[src/rtl/tt_um_counter_ctrl.sv]
// Command-driven 32-bit counter with terminal-count compare, one-shot or auto-reload mode,
// and a byte-wide readback port for count bytes or a status byte.
module tt_um_counter_ctrl (
    input  logic [7:0] ui_in,
    output logic [7:0] uo_out,
    input  logic [7:0] uio_in,
    output logic [7:0] uio_out,
    output logic [7:0] uio_oe,
    input  logic       ena,
    input  logic       clk,
    input  logic       rst_n
);

    typedef enum logic [1:0] {
        StIdle  = 2'd0,
        StRun   = 2'd1,
        StPause = 2'd2,
        StDone  = 2'd3
    } state_t;

    state_t      r_state;
    logic [31:0] r_count;
    logic [31:0] r_tc;
    logic [3:0]  r_wraps;
    logic [3:0]  r_cmd_prev;

    logic [3:0]  w_cmd_edge;
    logic        w_start;
    logic        w_stop;
    logic        w_clear;
    logic        w_load;
    logic [1:0]  w_sel;
    logic        w_mode;
    logic        w_view;
    logic        w_at_tc;
    logic [7:0]  w_status;
    logic [7:0]  w_count_byte;

    assign w_cmd_edge = ui_in[3:0] & ~r_cmd_prev;
    assign w_start    = w_cmd_edge[0];
    assign w_stop     = w_cmd_edge[1];
    assign w_clear    = w_cmd_edge[2];
    assign w_load     = w_cmd_edge[3];
    assign w_sel      = ui_in[5:4];
    assign w_mode     = ui_in[6];
    assign w_view     = ui_in[7];
    assign w_at_tc    = (r_count == r_tc);

    always_ff @(posedge clk or negedge rst_n) begin
        if (!rst_n) begin
            r_state    <= StIdle;
            r_count    <= 32'd0;
            r_tc       <= 32'hFFFF_FFFF;
            r_wraps    <= 4'd0;
            r_cmd_prev <= 4'd0;
        end else begin
            // Edge history tracks the pins even while disabled, so edges seen with ena low are lost.
            r_cmd_prev <= ui_in[3:0];
            if (ena) begin
                if (w_load) begin
                    case (w_sel)
                        2'd0:    r_tc[7:0]   <= uio_in;
                        2'd1:    r_tc[15:8]  <= uio_in;
                        2'd2:    r_tc[23:16] <= uio_in;
                        default: r_tc[31:24] <= uio_in;
                    endcase
                end
                if (w_clear) begin
                    r_state <= StIdle;
                    r_count <= 32'd0;
                    r_wraps <= 4'd0;
                end else if (w_stop) begin
                    if (r_state == StRun) begin
                        r_state <= StPause;
                    end
                end else if (w_start && (r_state != StRun)) begin
                    r_state <= StRun;
                    if (r_state == StDone) begin
                        r_count <= 32'd0;
                        r_wraps <= 4'd0;
                    end
                end else if (r_state == StRun) begin
                    if (!w_at_tc) begin
                        r_count <= r_count + 32'd1;
                    end else if (!w_mode) begin
                        r_state <= StDone;
                    end else begin
                        r_count <= 32'd0;
                        r_wraps <= r_wraps + 4'd1;
                    end
                end
            end
        end
    end

    assign w_status = {r_wraps,
                       (r_state == StIdle),
                       (r_state == StDone),
                       (r_state == StPause),
                       (r_state == StRun)};

    always_comb begin
        w_count_byte = r_count[7:0];
        case (w_sel)
            2'd0:    w_count_byte = r_count[7:0];
            2'd1:    w_count_byte = r_count[15:8];
            2'd2:    w_count_byte = r_count[23:16];
            default: w_count_byte = r_count[31:24];
        endcase
    end

    assign uo_out  = w_view ? w_status : w_count_byte;
    assign uio_out = 8'h00;
    assign uio_oe  = 8'h00;

endmodule

[config.mk]
export PLATFORM = sky130hd
export DESIGN_NAME = tt_um_counter_ctrl
export DESIGN_NICKNAME = d
export VERILOG_FILES = /design/src/rtl/tt_um_counter_ctrl.sv
export SDC_FILE = /design/constraint.sdc
export NUM_CORES = 1
export LEC_CHECK = 0
export CAP_MARGIN = 20
export CORE_ASPECT_RATIO = 1.25
export CORE_UTILIZATION = 62
export CTS_CLUSTER_SIZE = 24
export DETAILED_ROUTE_END_ITERATION = 7
export PLACE_DENSITY_LB_ADDON = 0.3
export SLEW_MARGIN = 10
export SYNTH_ARGS = -nofsm -noshare
export SYNTH_HDL_FRONTEND = slang
export SYNTH_SLANG_ARGS = --single-unit
[constraint.sdc]
create_clock -name clk -period 3.19 [get_ports clk]
set_input_delay 0.319 -clock clk [delete_from_list [all_inputs] [get_ports clk]]
set_output_delay 0.319 -clock clk [all_outputs]
set_load 0.01 [all_outputs]
After elaboration in Yosys (flattened, before gate mapping)

Index checks and enable logic that the tools add are counted.

Flip-flop bits (word level): 74
Bits of input ports: 19

Bitwise logic cells: 3
$add $sub $neg: 2
Reductions and logical operators: 15
Eq/ne operators: 12
Mux-type cells: 23

Operator list:

| cell                                          | count |
|---|---|
| 2-to-1 mux 32 bit                             | 7 |
| adder 32 x 1 -> 32 bit, second input constant | 1 |
| == test 32 bit                                | 1 |
| 2-to-1 mux 4 bit                              | 7 |
| one-hot mux 8 bit (3 select lines)            | 1 |
| 2-to-1 mux 2 bit                              | 7 |
| AND reduction 3 bit                           | 4 |
| AND reduction 5 bit                           | 2 |
| nonzero test 3 bit                            | 3 |
| 2-to-1 mux 8 bit                              | 1 |
| == test 2 bit, second input constant          | 3 |
| AND reduction 6 bit                           | 1 |
| adder 4 x 1 -> 4 bit, second input constant   | 1 |
| AND 4 bit                                     | 1 |
| == test 2 x 1 -> 1 bit, second input constant | 2 |
| logical NOT 2 bit                             | 2 |
| != test 2 x 1 -> 1 bit, second input constant | 2 |
| != test 4 x 1 -> 1 bit, second input constant | 1 |
| != test 4 x 3 -> 1 bit, second input constant | 1 |
| inverter 4 bit                                | 1 |
| nonzero test 4 bit                            | 1 |
| != test 3 x 1 -> 1 bit, second input constant | 1 |
| != test 3 bit, second input constant          | 1 |
| OR reduction 3 bit                            | 1 |
| 2 further kinds                               | 2 |

Depth between registers and ports, before layout

Gate-level depths: netlist of the first run.

Word-level depth: 7
Mapped depth: 9
Depth with buffers taken out: 6

Worst setup path after synthesis of the first run

OpenSTA, ideal clock, no wires.

Path kind: register to register
Start point: register r_tc[28]
End point: register r_count[25]
Required time: 3,064 ps
Path buffers: 1
Arrival time: 2,003 ps
Stages on the path, launching flop included: 8
Slack: 1,061 ps
Cells stage by stage: dfstp_2 -> xnor2_1 -> nand4_1 -> or4_4 -> o211ai_2 -> buf_6 -> nor4_1 -> a221o_1

Longest elaborated chain between the ends: 6
Elaborated cells on any way between the ends: 8
Those cells by class: eq/ne: 2; mux: 5; reduce/logical: 1

RTL lines:

| element                | RTL line | text |
|---|---|---|
| start, declared        | 23       | `logic [31:0] r_tc;` |
| start signal, assigned | 65       | `default: r_tc[31:24] <= uio_in;` |
| == test 32 bit (*)     | 47       | `assign w_at_tc = (r_count == r_tc);` |
| 2-to-1 mux 32 bit      | 83       | `if (!w_at_tc) begin` |
| 2-to-1 mux 32 bit      | 82       | `end else if (r_state == StRun) begin` |
| 2-to-1 mux 32 bit      | 76       | `end else if (w_start && (r_state != StRun)) begin` |
| 2-to-1 mux 32 bit      | 72       | `end else if (w_stop) begin` |
| 2-to-1 mux 32 bit      | 68       | `if (w_clear) begin` |
| end signal, assigned   | 84       | `r_count <= r_count + 32'd1;` |
| end, declared          | 22       | `logic [31:0] r_count;` |

Mark *: on every way between the ends. The rest lies on a longest branch, timed or not. The select of a mux whose other input is x is not followed.
A chain may end at the register's enable or synchronous reset.

Worst setup path after layout of the first run

Start point: register r_count[22]
End point: register r_count[26]

Longest elaborated chain between the ends: 6
Elaborated cells on any way between the ends: 9
Those cells by class: add/sub: 1; eq/ne: 2; mux: 5; reduce/logical: 1

RTL lines:

| element                                                         | RTL line |
|---|---|
| adder 32 x 1 -> 32 bit / == test 32 bit (equally long branches) | 84, 47 |
| 2-to-1 mux 32 bit                                               | 83 |
| 2-to-1 mux 32 bit                                               | 82 |
| 2-to-1 mux 32 bit                                               | 76 |
| 2-to-1 mux 32 bit                                               | 72 |
| 2-to-1 mux 32 bit                                               | 68 |

Several ways; a longest one is shown, not always the timed one. The select of a mux whose other input is x is not followed.

==> results of run 1 <==
registers in the layout, indices dropped and copies added (netlist names):
register and count:
r_state 2, r_tc 32, r_cmd_prev 4, r_count 32, r_wraps 4
area by class of cell:
| class | instances | area, um2 |
|---|---|---|
| clock buffer | 12 | 166 |
| inverter | 15 | 56.3 |
| tap | 90 | 113 |
| multi-input combinational | 316 | 2340 |
| sequential | 74 | 1890 |
| clock inverter | 4 | 72.6 |
| timing repair buffer | 38 | 348 |
| fill | 508 | 2030 |
power groups by stage:
stage	Clock, uW	Sequential, uW	Combinational, uW
after floorplan	0	1240	514
after CTS	869	1300	629
final	862	1310	631
after global routing	917	1320	693
after detailed placement	0	1310	622
after global placement	0	1310	601
path summary, 6_finish.rpt:
path	end	start	cells after the start	slack [ps]
setup / recovery	r_count[26]	r_count[22]	7	310
hold / removal	r_count[20]	rst_n	2	340
setup reg to reg	r_count[26]	r_count[22]	7	310
hold reg to reg	r_wraps[1]	r_wraps[1]	1	590
max in group asynchronous	r_tc[16]	rst_n	3	2110
min in group clk	r_cmd_prev[0]	ui_in[0]	1	440
cell families (layout without fill, tap and decap cells):
logic type | after synthesis | after routing | synth area share
buf+inv | 52 | 69 | 0.0762
fa+ha+maj | 2 | 2 | 0.00554
xor+xnor | 32 | 32 | 0.0670
simple gates | 159 | 159 | 0.192
flops | 74 | 74 | 0.419
mux | 47 | 47 | 0.138
compound gates | 60 | 60 | 0.101
other cells | 1 | 16 | 0.000830
per-stage QoR:
step	setup WS [ps]	instance area, um2	power [uW]
floorplan	1060	4570	1750
global placement	445	4740	1910
detailed placement	376	4740	1940
CTS	372	4990	2800
global route	208	4990	2930
finish	314	4990	2800
routing by layer:
| metal | GRT usage | vias to the layer above |
|---|---|---|
| met5 | 0.0357 | - |
| met4 | 0.218 | 0 |
| met3 | 0.0554 | 59 |
| met2 | 0.520 | 186 |
| met1 | 0.396 | 1745 |
| li1 | - | 1601 |
what timing repair did:
action	CTS	global route
hold endpoints to repair	8	0
hold buffers	1	0
buffers inserted	0	0
cell usage in the layout (no fill, tap or decap), types with 9 or more instances in the layout:
master / n
xnor2_1: 29
nand4_1: 25
mux2_2: 39
clkdlybuf4s50_1: 25
nand2_1: 41
dfrtp_1: 42
nand3_1: 30
clkbuf_8: 10
nor2_1: 9
inv_1: 15
o211ai_1: 10
dfstp_2: 32
or3_1: 12
buf_4: 11
conb_1: 16
==> impl_metrics.ini, run 1 <==
[outcome]
outcome = finished clean

[timing]
finalHoldViolations = 0
rsz0062_at_grt = no
fmax_mhz = 348
post-route-period-util = 0.902
finalMaxSlewViolations = 0
timing.slew.headroom = 0.447
finalClockSkew_ps = 15.4
hold_ws_ps = 338
tns_ps = 0
setup_viol = 0
layout_min_cycle_time_ps = 2880
worst_pin_slew_ps = 827

[grt]
grt_pass1_wl_mm = 18.5
antenna_found_initial = 0
grt_start_max_net_pins = 37
grt_pass1_vias = 3631
track_usage = 0.325
overflow = 0

[synth]
ys_seq_area_frac = 0.419
synth_commonest_cells = 42 x dfrtp_1, 41 x nand2_1, 39 x mux2_2, 32 x dfstp_2, 30 x nand3_1
synthesis.area_mm2 = 0.00452
yosysMostFrequentCell = dfrtp_1
post-synth-top-area-cell = dfrtp_1
ys.flop_type = dfrtp_1
netlist.area_leader.share = 0.233
yosysUniqueCellTypes = 54
syn_area_per_cell_um2 = 10.6
synth_warnings = 0
yosys_register_bits = 74
ys_async_sr_fraction = 1.00
syn_inst = 427
synth.top_cells.by_area = dfrtp_1 23%, dfstp_2 19%, mux2_2 9.7%, xnor2_1 5.6%, mux4_2 3.5%
synth-edff-count = 0

[layout]
syn_to_final_growth_pct = 10.4
drive_gt1_frac = 0.275
fin_nets = 475
final_util = 0.711
layout.cells.non_filler = 549
insertedDiodeCount = 0

[critical_path]
path_buf_inv = 1
critPathRequiredTime_ps = 3410
cp_cell_sequence = xnor2_1 -> nand4_1 -> or4_4 -> o211ai_2 -> buf_4 -> or3_1 -> o21ai_0
slowest_stage = o211ai_2
path_class = flip-flop to flip-flop
worst_setup_path_start_kind = flip-flop
worst_ep_arrival_time_ps = 3100
critPathTopFamily = simple AND/OR/NAND/NOR gates
end_kind = flip-flop
max_stage_delay_ps = 700
critical_path_peak_fanout = 17

[routing]
highest-signal-layer = met4
met2_length_mm = 5.56
vias_per_cell = 6.54
routedWlPerCell_um = 20.7
drtPass1Iterations = 7
dr_total_vias = 3591
wl_met3_um = 781
drtIter0Drc = 531
ant_nets = 0
remaining_drc_errors = 0
routedLengthMet1_mm = 4.39
drt-total-wl_mm = 11.4

[die]
die_height_um = 97.4
fp.dieW_um = 78.4
num_rows = 34
core_mm2 = 0.00702
boundaryPins = 43
initial_core_util = 0.644
die-area_mm2 = 0.00763

[placed_design]
placement.io_buffers = 26
placed_cells = 532
place.gp.congestion = 1.13
dp_hpwl_mm = 8.15

[power_and_ir_drop]
leakagePower_uw = 0.00190
powerDensity_mw_per_mm2 = 561
p_int_uw = 1970
switching_power_uw = 832
pwr-share-comb = 0.226
power_frac_clock = 0.308
ir_drop_uv = 390
swShare = 0.297
p_seq_frac = 0.466

[cts]
root_buffer = clkbuf_8
clk_latency_ps = 360
clkSinkCount = 74
cts_buffers = 9
ctsLongestPathBuffers = 2
htree_levels = 3
path_clk_slew_ps = 80
cts_tree = yes
cts.repair.resized = 0

[flow_run]
drv_cap = 0

[worst_hold_path]
hp-class = input port to async pin
Note: power is estimated with default switching activity, not from simulation.
==> inputs of run 2 (changes only) <==
- CORE_UTILIZATION: 62 -> 45
- clock period: 3.19 -> 3.1 ns (I/O delays scaled with it)
==> run 2 against run 1 <==
Net effect:
- clock skew decreased by 9.9 ps
- highest routed layer unchanged
- sequential share of layout area decreased by 0.79 points
- largest power group unchanged
- sequential power increased by 3%
- global-route usage decreased by 8.6 points
- via count decreased by 6.4%
- total power increased by 13%
==> impl_metrics.ini, run 2 (synthesis gave the netlist of run 1 again) <==
[outcome]
outcome = finished clean

[routing]
drtPass1Iterations = 4
drtIter0Drc = 282
ant_nets = 0
dr_total_vias = 3362
routedWlPerCell_um = 19.6
drt-total-wl_mm = 11.4
remaining_drc_errors = 0
highest-signal-layer = met4
routedLengthMet1_mm = 4.83
vias_per_cell = 5.80
met2_length_mm = 5.45
wl_met3_um = 726

[timing]
worst_pin_slew_ps = 928
fmax_mhz = 361
post-route-period-util = 0.894
timing.slew.headroom = 0.381
finalHoldViolations = 0
layout_min_cycle_time_ps = 2770
finalClockSkew_ps = 5.53
setup_viol = 0
rsz0062_at_grt = no
tns_ps = 0
finalMaxSlewViolations = 0

[cts]
cts_tree = yes
cts_buffers = 9
clkSinkCount = 74
root_buffer = clkbuf_16
cts_hold_repair.buffers = 0
path_clk_slew_ps = 60
clk_latency_ps = 340
cts.repair.resized = 0
cts_setup_buffers = 0
ctsLongestPathBuffers = 2
htree_levels = 3

[die]
core_mm2 = 0.00971
fp.dieW_um = 91.6
die-area_mm2 = 0.0104
initial_core_util = 0.465
num_rows = 40
die_height_um = 114
boundaryPins = 43

[layout]
multi_input_area_mm2 = 0.00234
final_cell_mix = 42 x dfrtp_1, 41 x nand2_1, 39 x mux2_2
drive_gt1_frac = 0.271
regArea_mm2 = 0.00189
final_area_mm2 = 0.00510
syn_to_final_growth_pct = 12.8
fill_cells = 858
layout_commonest_cell = dfrtp_1
insertedDiodeCount = 0
top_regs = r_count (32), r_tc (32)
fin_nets = 470

[critical_path]
critPathRequiredTime_ps = 2790
r2r_cells = 6
worst_setup_path_start_kind = input port
end_kind = primary output
timing.rr.start = r_count[22]
critical_path_peak_fanout = 9
path_class = input port to primary output
rrSetupSlack_ps = 570
r2r_end = r_wraps[3]
worst_ep_arrival_time_ps = 2460

[grt]
overflow = 0
grt_pass1_wl_mm = 18.5
track_usage = 0.239
grt_start_max_net_pins = 75
grt_pass1_vias = 3362
antenna_found_initial = 0

[power_and_ir_drop]
ir_drop_uv = 361
leakagePower_uw = 0.00193
powerDensity_mw_per_mm2 = 619

[placed_design]
dp_hpwl_mm = 8.20
placement.io_buffers = 26
postPlaceCellArea_mm2 = 0.00476
place.gp.congestion = 0.943

[worst_hold_path]
hp-class = input port to async pin

[flow_run]
drv_cap = 0
[run 2: layer usage]
layer / global-route usage / vias to the layer above
met4: 0.107 / 0
met2: 0.392 / 120
met5: 0 / -
met3: 0.0553 / 24
met1: 0.301 / 1628
li1: - / 1590
[run 2: worst max path at each step]
stage / from / end / slack, ps / cells past startpoint
after floorplan: r_tc[28] / r_count[25] / 970 / 7
after CTS: ui_in[4] / uo_out[7] / 290 / 4
final: ui_in[4] / uo_out[3] / 330 / 4
after detailed placement: ui_in[4] / uo_out[7] / 320 / 4
after global placement: ui_in[4] / uo_out[3] / 380 / 4
after global routing: ui_in[4] / uo_out[0] / 220 / 4
[run 2: area by class of cell]
type                    count  share of cell area
clock buffers              12              0.0523
clock inverters             4              0.0140
inverters                  15              0.0110
multi-input cells         316               0.460
flip-flops and latches     74               0.371
well taps                 126              0.0309
repair buffers             33              0.0609
[run 2: metrics by stage]
stage / util / power [uW] / hold WS (ps) / std cells / setup slack, ps
floorplan: - / 1800 / 14.4 / 442 / 971
global placement: 0.490 / 1970 / 508 / 564 / 383
detailed placement: 0.490 / 1990 / 512 / 564 / 315
CTS: 0.525 / 3170 / 142 / 580 / 294
global route: 0.525 / 3290 / 172 / 580 / 216
finish: 0.525 / 3150 / 78.1 / 580 / 328
[run 2: power breakdown]
part	total [uW]	internal [uW]	switching, uW
Clock	1180	770	414
Combinational	621	315	306
Sequential	1350	1180	172
Total	3150	2260	891
[run 2: critical path: stages]
cell and delay [ps]:
clkdlybuf4s50_1 830, mux4_2 580, mux2_2 270, clkdlybuf4s50_1 470
